==> src/rtl/alu_pipe.sv <==
// alu_pipe: handshaked ALU with a registered result and status flags.
//   Single-cycle ops (ADD/SUB/logic/shifts) load the output register on the
//   accepting edge. MUL is an iterative shift-add unit taking WIDTH cycles.
//   The output register holds its contents while the consumer stalls.
// Ports:
//   clk, rst                  clock, synchronous active-high reset
//   in_valid_i / in_ready_o   request handshake (a_i, b_i, op_i)
//   out_valid_o / out_ready_i result handshake (result_o and flags)
//   zero_o, carry_o, overflow_o, error_o   status of the held result
//   busy_o                    multiply in progress
module alu_pipe #(
  parameter int WIDTH  = 8,
  parameter int MUL_EN = 1
) (
  input  logic             clk,
  input  logic             rst,
  input  logic             in_valid_i,
  output logic             in_ready_o,
  input  logic [WIDTH-1:0] a_i,
  input  logic [WIDTH-1:0] b_i,
  input  logic [3:0]       op_i,
  output logic             out_valid_o,
  input  logic             out_ready_i,
  output logic [WIDTH-1:0] result_o,
  output logic             zero_o,
  output logic             carry_o,
  output logic             overflow_o,
  output logic             error_o,
  output logic             busy_o
);
  localparam int SH_W  = $clog2(WIDTH);
  localparam int CNT_W = $clog2(WIDTH + 1);

  typedef enum logic {S_IDLE, S_MUL} state_t;

  state_t               state_q, state_d;
  logic                 out_valid_q, out_valid_d;
  logic [WIDTH-1:0]     result_q, result_d;
  logic                 zero_q, zero_d;
  logic                 carry_q, carry_d;
  logic                 ovf_q, ovf_d;
  logic                 err_q, err_d;
  logic [2*WIDTH-1:0]   acc_q, acc_d;
  logic [2*WIDTH-1:0]   mcand_q, mcand_d;
  logic [WIDTH-1:0]     mplier_q, mplier_d;
  logic [CNT_W-1:0]     cnt_q, cnt_d;

  logic                 accept;
  logic                 op_mul;
  logic [WIDTH-1:0]     alu_res;
  logic                 alu_c, alu_v, alu_err;
  logic [WIDTH:0]       wide;
  logic [SH_W-1:0]      shamt;
  logic [2*WIDTH-1:0]   acc_sum;
  logic                 mul_last;

  // Combinational from out_ready_i: a result being consumed frees the register.
  assign in_ready_o = !rst && (state_q == S_IDLE) && (!out_valid_q || out_ready_i);
  assign accept     = in_valid_i && in_ready_o;
  assign op_mul     = (op_i == 4'd8) && (MUL_EN != 0);
  assign shamt      = b_i[SH_W-1:0];

  // Single-cycle ALU. Shifts use a WIDTH+1 vector so the last bit shifted out
  // lands in the spare bit; a zero shift leaves that bit at 0.
  always_comb begin
    alu_res = '0;
    alu_c   = 1'b0;
    alu_v   = 1'b0;
    alu_err = 1'b0;
    wide    = '0;
    case (op_i)
      4'd0: begin
        wide    = {1'b0, a_i} + {1'b0, b_i};
        alu_res = wide[WIDTH-1:0];
        alu_c   = wide[WIDTH];
        alu_v   = (a_i[WIDTH-1] == b_i[WIDTH-1]) && (wide[WIDTH-1] != a_i[WIDTH-1]);
      end
      4'd1: begin
        wide    = {1'b0, a_i} - {1'b0, b_i};
        alu_res = wide[WIDTH-1:0];
        alu_c   = wide[WIDTH];
        alu_v   = (a_i[WIDTH-1] != b_i[WIDTH-1]) && (wide[WIDTH-1] != a_i[WIDTH-1]);
      end
      4'd2: alu_res = a_i & b_i;
      4'd3: alu_res = a_i | b_i;
      4'd4: alu_res = a_i ^ b_i;
      4'd5: begin
        wide    = {1'b0, a_i} << shamt;
        alu_res = wide[WIDTH-1:0];
        alu_c   = wide[WIDTH];
      end
      4'd6: begin
        wide    = {a_i, 1'b0} >> shamt;
        alu_res = wide[WIDTH:1];
        alu_c   = wide[0];
      end
      4'd7: begin
        wide    = $unsigned($signed({a_i, 1'b0}) >>> shamt);
        alu_res = wide[WIDTH:1];
        alu_c   = wide[0];
      end
      // Opcode 8 lands here too; when MUL is enabled this path is never loaded.
      default: alu_err = 1'b1;
    endcase
  end

  assign acc_sum  = acc_q + (mplier_q[0] ? mcand_q : '0);
  assign mul_last = (state_q == S_MUL) && (cnt_q == CNT_W'(1));

  always_comb begin
    state_d     = state_q;
    out_valid_d = out_valid_q;
    result_d    = result_q;
    zero_d      = zero_q;
    carry_d     = carry_q;
    ovf_d       = ovf_q;
    err_d       = err_q;
    acc_d       = acc_q;
    mcand_d     = mcand_q;
    mplier_d    = mplier_q;
    cnt_d       = cnt_q;

    if (out_valid_q && out_ready_i) out_valid_d = 1'b0;

    case (state_q)
      S_IDLE: begin
        if (accept && op_mul) begin
          state_d  = S_MUL;
          acc_d    = '0;
          mcand_d  = {{WIDTH{1'b0}}, a_i};
          mplier_d = b_i;
          cnt_d    = CNT_W'(WIDTH);
        end else if (accept) begin
          out_valid_d = 1'b1;
          result_d    = alu_res;
          zero_d      = !alu_err && (alu_res == '0);
          carry_d     = alu_c;
          ovf_d       = alu_v;
          err_d       = alu_err;
        end
      end
      S_MUL: begin
        acc_d    = acc_sum;
        mcand_d  = mcand_q << 1;
        mplier_d = mplier_q >> 1;
        cnt_d    = cnt_q - CNT_W'(1);
        if (mul_last) begin
          state_d     = S_IDLE;
          out_valid_d = 1'b1;
          result_d    = acc_sum[WIDTH-1:0];
          zero_d      = (acc_sum[WIDTH-1:0] == '0);
          carry_d     = |acc_sum[2*WIDTH-1:WIDTH];
          ovf_d       = 1'b0;
          err_d       = 1'b0;
        end
      end
      default: state_d = S_IDLE;
    endcase
  end

  always_ff @(posedge clk) begin
    if (rst) begin
      state_q     <= S_IDLE;
      out_valid_q <= 1'b0;
      result_q    <= '0;
      zero_q      <= 1'b0;
      carry_q     <= 1'b0;
      ovf_q       <= 1'b0;
      err_q       <= 1'b0;
      acc_q       <= '0;
      mcand_q     <= '0;
      mplier_q    <= '0;
      cnt_q       <= '0;
    end else begin
      state_q     <= state_d;
      out_valid_q <= out_valid_d;
      result_q    <= result_d;
      zero_q      <= zero_d;
      carry_q     <= carry_d;
      ovf_q       <= ovf_d;
      err_q       <= err_d;
      acc_q       <= acc_d;
      mcand_q     <= mcand_d;
      mplier_q    <= mplier_d;
      cnt_q       <= cnt_d;
    end
  end

  assign out_valid_o = out_valid_q;
  assign result_o    = result_q;
  assign zero_o      = zero_q;
  assign carry_o     = carry_q;
  assign overflow_o  = ovf_q;
  assign error_o     = err_q;
  assign busy_o      = (state_q == S_MUL);

endmodule
==> config.mk <==
export PLATFORM = sky130hd
export DESIGN_NAME = alu_pipe
export DESIGN_NICKNAME = d
export VERILOG_FILES = /design/src/rtl/alu_pipe.sv
export SDC_FILE = /design/constraint.sdc
export NUM_CORES = 1
export LEC_CHECK = 0
export CORE_UTILIZATION = 43
export CTS_BUF_LIST = sky130_fd_sc_hd__clkbuf_4 sky130_fd_sc_hd__clkbuf_8
export DETAILED_ROUTE_END_ITERATION = 16
export GPL_TIMING_DRIVEN = 0
export HOLD_SLACK_MARGIN = 0.1
export SLEW_MARGIN = 25
export SYNTH_ARGS = -nofsm -noshare
export SYNTH_HDL_FRONTEND = slang
export SYNTH_SLANG_ARGS = --single-unit
==> constraint.sdc <==
create_clock -name clk -period 5.25 [get_ports clk]
set_input_delay 1.3125 -clock clk [delete_from_list [all_inputs] [get_ports clk]]
set_output_delay 1.3125 -clock clk [all_outputs]
set_load 0.03 [all_outputs]
After elaboration in Yosys (flattened, before gate mapping)

Index checks and enable logic that the tools add are counted.

Add/sub/neg operators: 4
Equal/unequal tests: 17
Shift-type cells: 3
Multiplexer cells: 40
Bitwise operators: 4
Reductions and logical operators: 18

Operator list:

| cell               | number |
|---|---|
| $pmux 16 s2        | 2 |
| $pmux 8 s8         | 1 |
| $mux 16            | 3 |
| $mux 8             | 4 |
| $pmux 8 s2         | 2 |
| $mux 1             | 18 |
| $add 16x16->16     | 1 |
| $eq 4x3->1 const B | 4 |
| $logic_not 8->1    | 2 |
| $reduce_or 8->1    | 2 |
| $pmux 1 s2         | 7 |
| $add 8x8->9        | 1 |
| $logic_and 1x1->1  | 9 |
| $shl 8x3->9        | 1 |
| $shr 9x3->9        | 1 |
| $sshr 9x3->9       | 1 |
| $sub 8x8->9        | 1 |
| $and 8x8->8        | 1 |
| $eq 4x1->1 const B | 2 |
| $eq 4x2->1 const B | 2 |
| $or 8x8->8         | 1 |
| $pmux 4 s2         | 1 |
| $xor 8x8->8        | 1 |
| $pmux 1 s5         | 1 |
| 12 further kinds   | 17 |

Register bits: 58
Input port bits: 24
Output and inout port bits: 15
Word-level logic and storage cells: 97

Logic depth before layout (Yosys ltp)

Depth in word-level cells: 7
Gate-level depth with buffers: 12
Gate-level depth less buffers: 12

Least setup slack after synthesis

OpenSTA, ideal clock, no wires.

Kind: input to register
From: input b_i[2]
To: register zero_q, in the netlist zero_o
Library setup time: 0.069 ns
Arrival time: 3.743 ns
Data required time: 5.181 ns
Setup slack: 1.438 ns
Cell stages on the path: 12
Path buffers: 1
Cell sequence: buf_2 > clkinv_1 > ha_1 > a21oi_1 > nor2_1 > o21a_1 > o21ai_1 > nand2b_1 > a221o_1 > a211o_1 > or4_1 > o21ai_1

Cells in the longest elaborated chain, start to end: 7
Elaborated cells between the ends (all ways): 14
Those cells by class: add/sub (2); shift (3); mux (4); bitwise (3); reduce/logical (2)

RTL lines:

| element                             | RTL line | RTL |
|---|---|---|
| from (decl)                         | 20       | `input logic [WIDTH-1:0] b_i,` |
| $sub 8x8->9 (tied with other cells) | 79       | `wide = {1'b0, a_i} - {1'b0, b_i};` |
| $pmux 8 s8 *                        | 71       | `case (op_i)` |
| $logic_not 8->1 *                   | 136      | `zero_d = !alu_err && (alu_res == '0);` |
| $logic_and 1x1->1 *                 | 136      |  |
| $mux 1 *                            | 133      | `end else if (accept) begin` |
| $mux 1 *                            | 127      | `if (accept && op_mul) begin` |
| $pmux 1 s2 *                        | 125      | `case (state_q)` |
| to (signal assigned)                | 178      | `zero_q <= zero_d;` |
| to (decl)                           | 39       | `logic zero_q, zero_d;` |

Every way passes the cells marked *; elsewhere a longest branch is shown, timed or not. The select of a mux whose other input is x is not followed.
A chain may end at the register's enable or synchronous reset.

Final worst setup path

From: input a_i[0]
To: register zero_q, in the netlist zero_o

Cells in the longest elaborated chain, start to end: 7
Elaborated cells between the ends (all ways): 14
Those cells by class: add/sub (2); shift (3); mux (4); bitwise (3); reduce/logical (2)

RTL lines:

| element                             | RTL line | RTL |
|---|---|---|
| from (decl)                         | 19       | `input logic [WIDTH-1:0] a_i,` |
| $sub 8x8->9 (tied with other cells) | 79       |  |
| $pmux 8 s8 *                        | 71       |  |
| $logic_not 8->1 *                   | 136      |  |
| $logic_and 1x1->1 *                 | 136      |  |
| $mux 1 *                            | 133      |  |
| $mux 1 *                            | 127      |  |
| $pmux 1 s2 *                        | 125      |  |

Marks and branches as above.

==> metrics.cfg <==
[floorplan]
die_w_um = 107
rows = 37
die_h_um = 107
core-area_um2 = 10500
initial_utilization = 0.450
die-area_um2 = 11400
boundaryPins = 39

[power]
p_sw_mw = 0.344
finalPower_mw = 1.17
power_leakage_nw = 2.15
seq_power_share = 0.386
p_int_mw = 0.826
power.density_nw_per_um2 = 213
pwr-share-clk = 0.398
combPwrFrac = 0.216
ir_drop_uv = 218
p_sw_frac = 0.294

[critical_path]
cpLargestDelayFamily = simple AND/OR/NAND/NOR gates
arrival_ns = 5.02
r2r_setup_slack_ns = 1.70
reg2reg_to = carry_o$_SDFFE_PP0P_
start_kind = input port
cp_slowest_cell = nor4_1
rr_startpoint = mplier_q[0]$_SDFFE_PP0P_
crit_chain = clkdlybuf4s50_1 -> inv_1 -> ha_1 -> fa_1 -> o21bai_1 -> a21oi_1 -> xnor2_1 -> nor2_1 -> nor4_1 -> and4_1 -> nand4_1 -> or4_1 -> o21ai_1
cp_max_fo = 6
max_stage_delay_ns = 0.69
required_ns = 5.53
endpoint_kind = flip-flop
worstRegToRegCells = 12
crit_buf_inv = 2
path_class = input port to flip-flop
cp-startpoint = a_i[0]

[final_layout]
fill_cells = 1051
area_growth_pct = 16.3
drive_gt1_frac = 0.0710
final_util = 0.524
multiInputGateArea_um2 = 3300
diodes = 0
nets = 727
seq_area_um2 = 1160

[logic_synthesis]
synth_area_leaders = dfxtp_1 25%, ha_1 11%, a21oi_1 7.2%
ys.flop_type = dfxtp_1
yosysTopAreaCell = dfxtp_1
syn_nets = 679
synthDominantCellAreaShare = 0.245
synthTopCellsByCount = 68 x a21oi_1, 68 x nor2_1, 58 x dfxtp_1
yosysUniqueCellTypes = 68
synth.avg_cell_area_um2 = 7.77
ys_seq_area_frac = 0.245
async_flop_share = 0
synth_edf_count = 0
syn_area_um2 = 4730
synth-seq-cells = 58
synth_cells = 609
yosys_warnings = 0

[sta]
rsz0062_at_grt = false
hold_violations = 0
setup_slack_ns = 0.515
post-route-min-period_ns = 4.73
setup_viol_count_final = 0
fin_skew_ns = 0.00682
post-route-period-util = 0.902
worst_pin_slew_ns = 0.997
setup_tns_ns = 0
slew_violations = 0
max-slew-margin-rel = 0.326
max_freq_mhz = 211

[grt]
grt_max_degree = 12
grt_pass1_vias = 4450
grt_use_total = 0.276
antenna_found_initial = 0
grt_pass1_wl_mm = 23.9
grt-ovfl-total = 0

[routing]
routed_wl_mm = 15.4
via_per_inst = 6.13
via_count = 4888
wl_per_cell_um = 19.2
drc = 0
first_iter_violations = 476
dr.pass1.iters = 5
drtAntennaViolNets = 0

[place]
place_ws_ns = 0.252
place_congestion = 0.938
dp_hpwl_mm = 11.9
io_buffers = 37

[cts]
root_buffer = clkbuf_8
clock_sinks = 58
hold_buffers = 0
htreeDepth = 3
worstSkewPairLatency_ns = 0.35
postCtsSetupRepairBufs = 0
ctsResizeCount = 0
cts_inserted_buffers = 9
cts.clk_slew.worst_paths_ns = 0.07
cts_tree = built
cts_buffer_depth = 2

[hold_path]
hold_path_class = flip-flop to flip-flop
worstHoldStart = mplier_q[1]$_SDFFE_PP0P_
holdPathEnd = mplier_q[1]$_SDFFE_PP0P_
holdPathStages = 2

[status]
outcome = completed

[flow_run]
maxCapViolations = 0

state kept, by name, indices dropped and copies added, names as in the netlist:
name         cells
overflow_o       1
result_o         8
zero_o           1
acc_q           16
mplier_q         8
busy_o           1
error_o          1
out_valid_o      1
cnt_q            4
carry_o          1
mcand_q         16
metrics by stage:
step | instance area, um^2 | instances | hold slack (ns)
detailed placement | 5280 | 782 | 0.450
CTS | 5500 | 798 | 0.459
finish | 5500 | 798 | 0.460
floorplan | 4730 | 609 | 0.435
global placement | 5270 | 782 | 0.442
global route | 5500 | 798 | 0.481
layout by cell type, fill, tap and decap left out, types with 8 or more instances in the layout:
| cell type | synthesis | routed |
|---|---|---|
| and2_1 | 16 | 16 |
| nor2_1 | 68 | 68 |
| clkbuf_8 | 0 | 10 |
| xnor2_1 | 18 | 18 |
| inv_1 | 24 | 24 |
| a21oi_1 | 68 | 68 |
| mux2i_1 | 15 | 15 |
| nand3_1 | 9 | 9 |
| dfxtp_1 | 58 | 58 |
| nor3b_1 | 14 | 14 |
| a211oi_1 | 8 | 8 |
| clkdlybuf4s50_1 | 0 | 37 |
| o21ai_0 | 23 | 23 |
| nor3_1 | 16 | 16 |
| ha_1 | 43 | 43 |
| nand2_1 | 48 | 48 |
| a22oi_1 | 24 | 24 |
| clkbuf_1 | 21 | 21 |
| buf_2 | 12 | 12 |
worst max path at each step:
stage	end	depth (start not counted)	slack [ns]
final	zero_o$_SDFFE_PP0P_	13	0.52
after global routing	zero_o$_SDFFE_PP0P_	13	0.39
after CTS	zero_o$_SDFFE_PP0P_	13	0.61
after detailed placement	zero_o$_SDFFE_PP0P_	13	0.25
after global placement	zero_o$_SDFFE_PP0P_	13	0.24
after floorplan	zero_o$_SDFFE_PP0P_	12	1.44
layer usage:
metal / global-route usage / routed length, um / vias to the layer above
met5: 0 / 0 / -
met4: 0.0734 / 270 / 0
met3: 0.0535 / 1190 / 30
met2: 0.412 / 6570 / 201
met1: 0.401 / 7320 / 2335
li1: - / - / 2322
power groups by stage:
stage          Clock (mW)  Combinational (mW)  Sequential, mW
2_1_floorplan           0               0.144           0.471
3_3_place_gp            0               0.244           0.461
3_5_place_dp            0               0.246           0.461
4_1_cts             0.474               0.248           0.451
5_1_grt             0.493               0.271           0.452
6_report            0.466               0.253           0.451
worst register-to-register path: stages (launching register included):
cell	delay, ns
dfxtp_1	0.47
clkbuf_1	0.37
and2_1	0.28
ha_1	0.27
a211oi_1	0.25
o21bai_1	0.11
a21oi_1	0.35
o21ai_0	0.22
a21o_1	0.21
o41ai_1	0.38
xnor2_1	0.18
nor3_1	0.26
a31oi_1	0.11
cells by family (layout without fill, tap and decap cells):
family | after synthesis | in the layout | share of synthesized area
muxes | 17 | 17 | 0.0412
DFF | 58 | 58 | 0.245
buffers and inverters | 64 | 117 | 0.0579
AOI/OAI and AO/OA | 191 | 191 | 0.266
adders and majority gates | 46 | 46 | 0.126
xor gates and xnor gates | 20 | 20 | 0.0370
and+or+nand+nor | 213 | 213 | 0.226
final cells by class:
| type | instances | area share |
|---|---|---|
| Inverter | 26 | 0.0177 |
| Timing Repair Buffer | 37 | 0.0673 |
| Multi-Input combinational cell | 487 | 0.601 |
| Clock buffer | 11 | 0.0264 |
| Sequential cell | 58 | 0.211 |
| Tap cell | 136 | 0.0309 |
| Clock inverter | 5 | 0.0141 |
| Buffer | 38 | 0.0321 |
No activity file was read; power rests on OpenSTA's default activity.
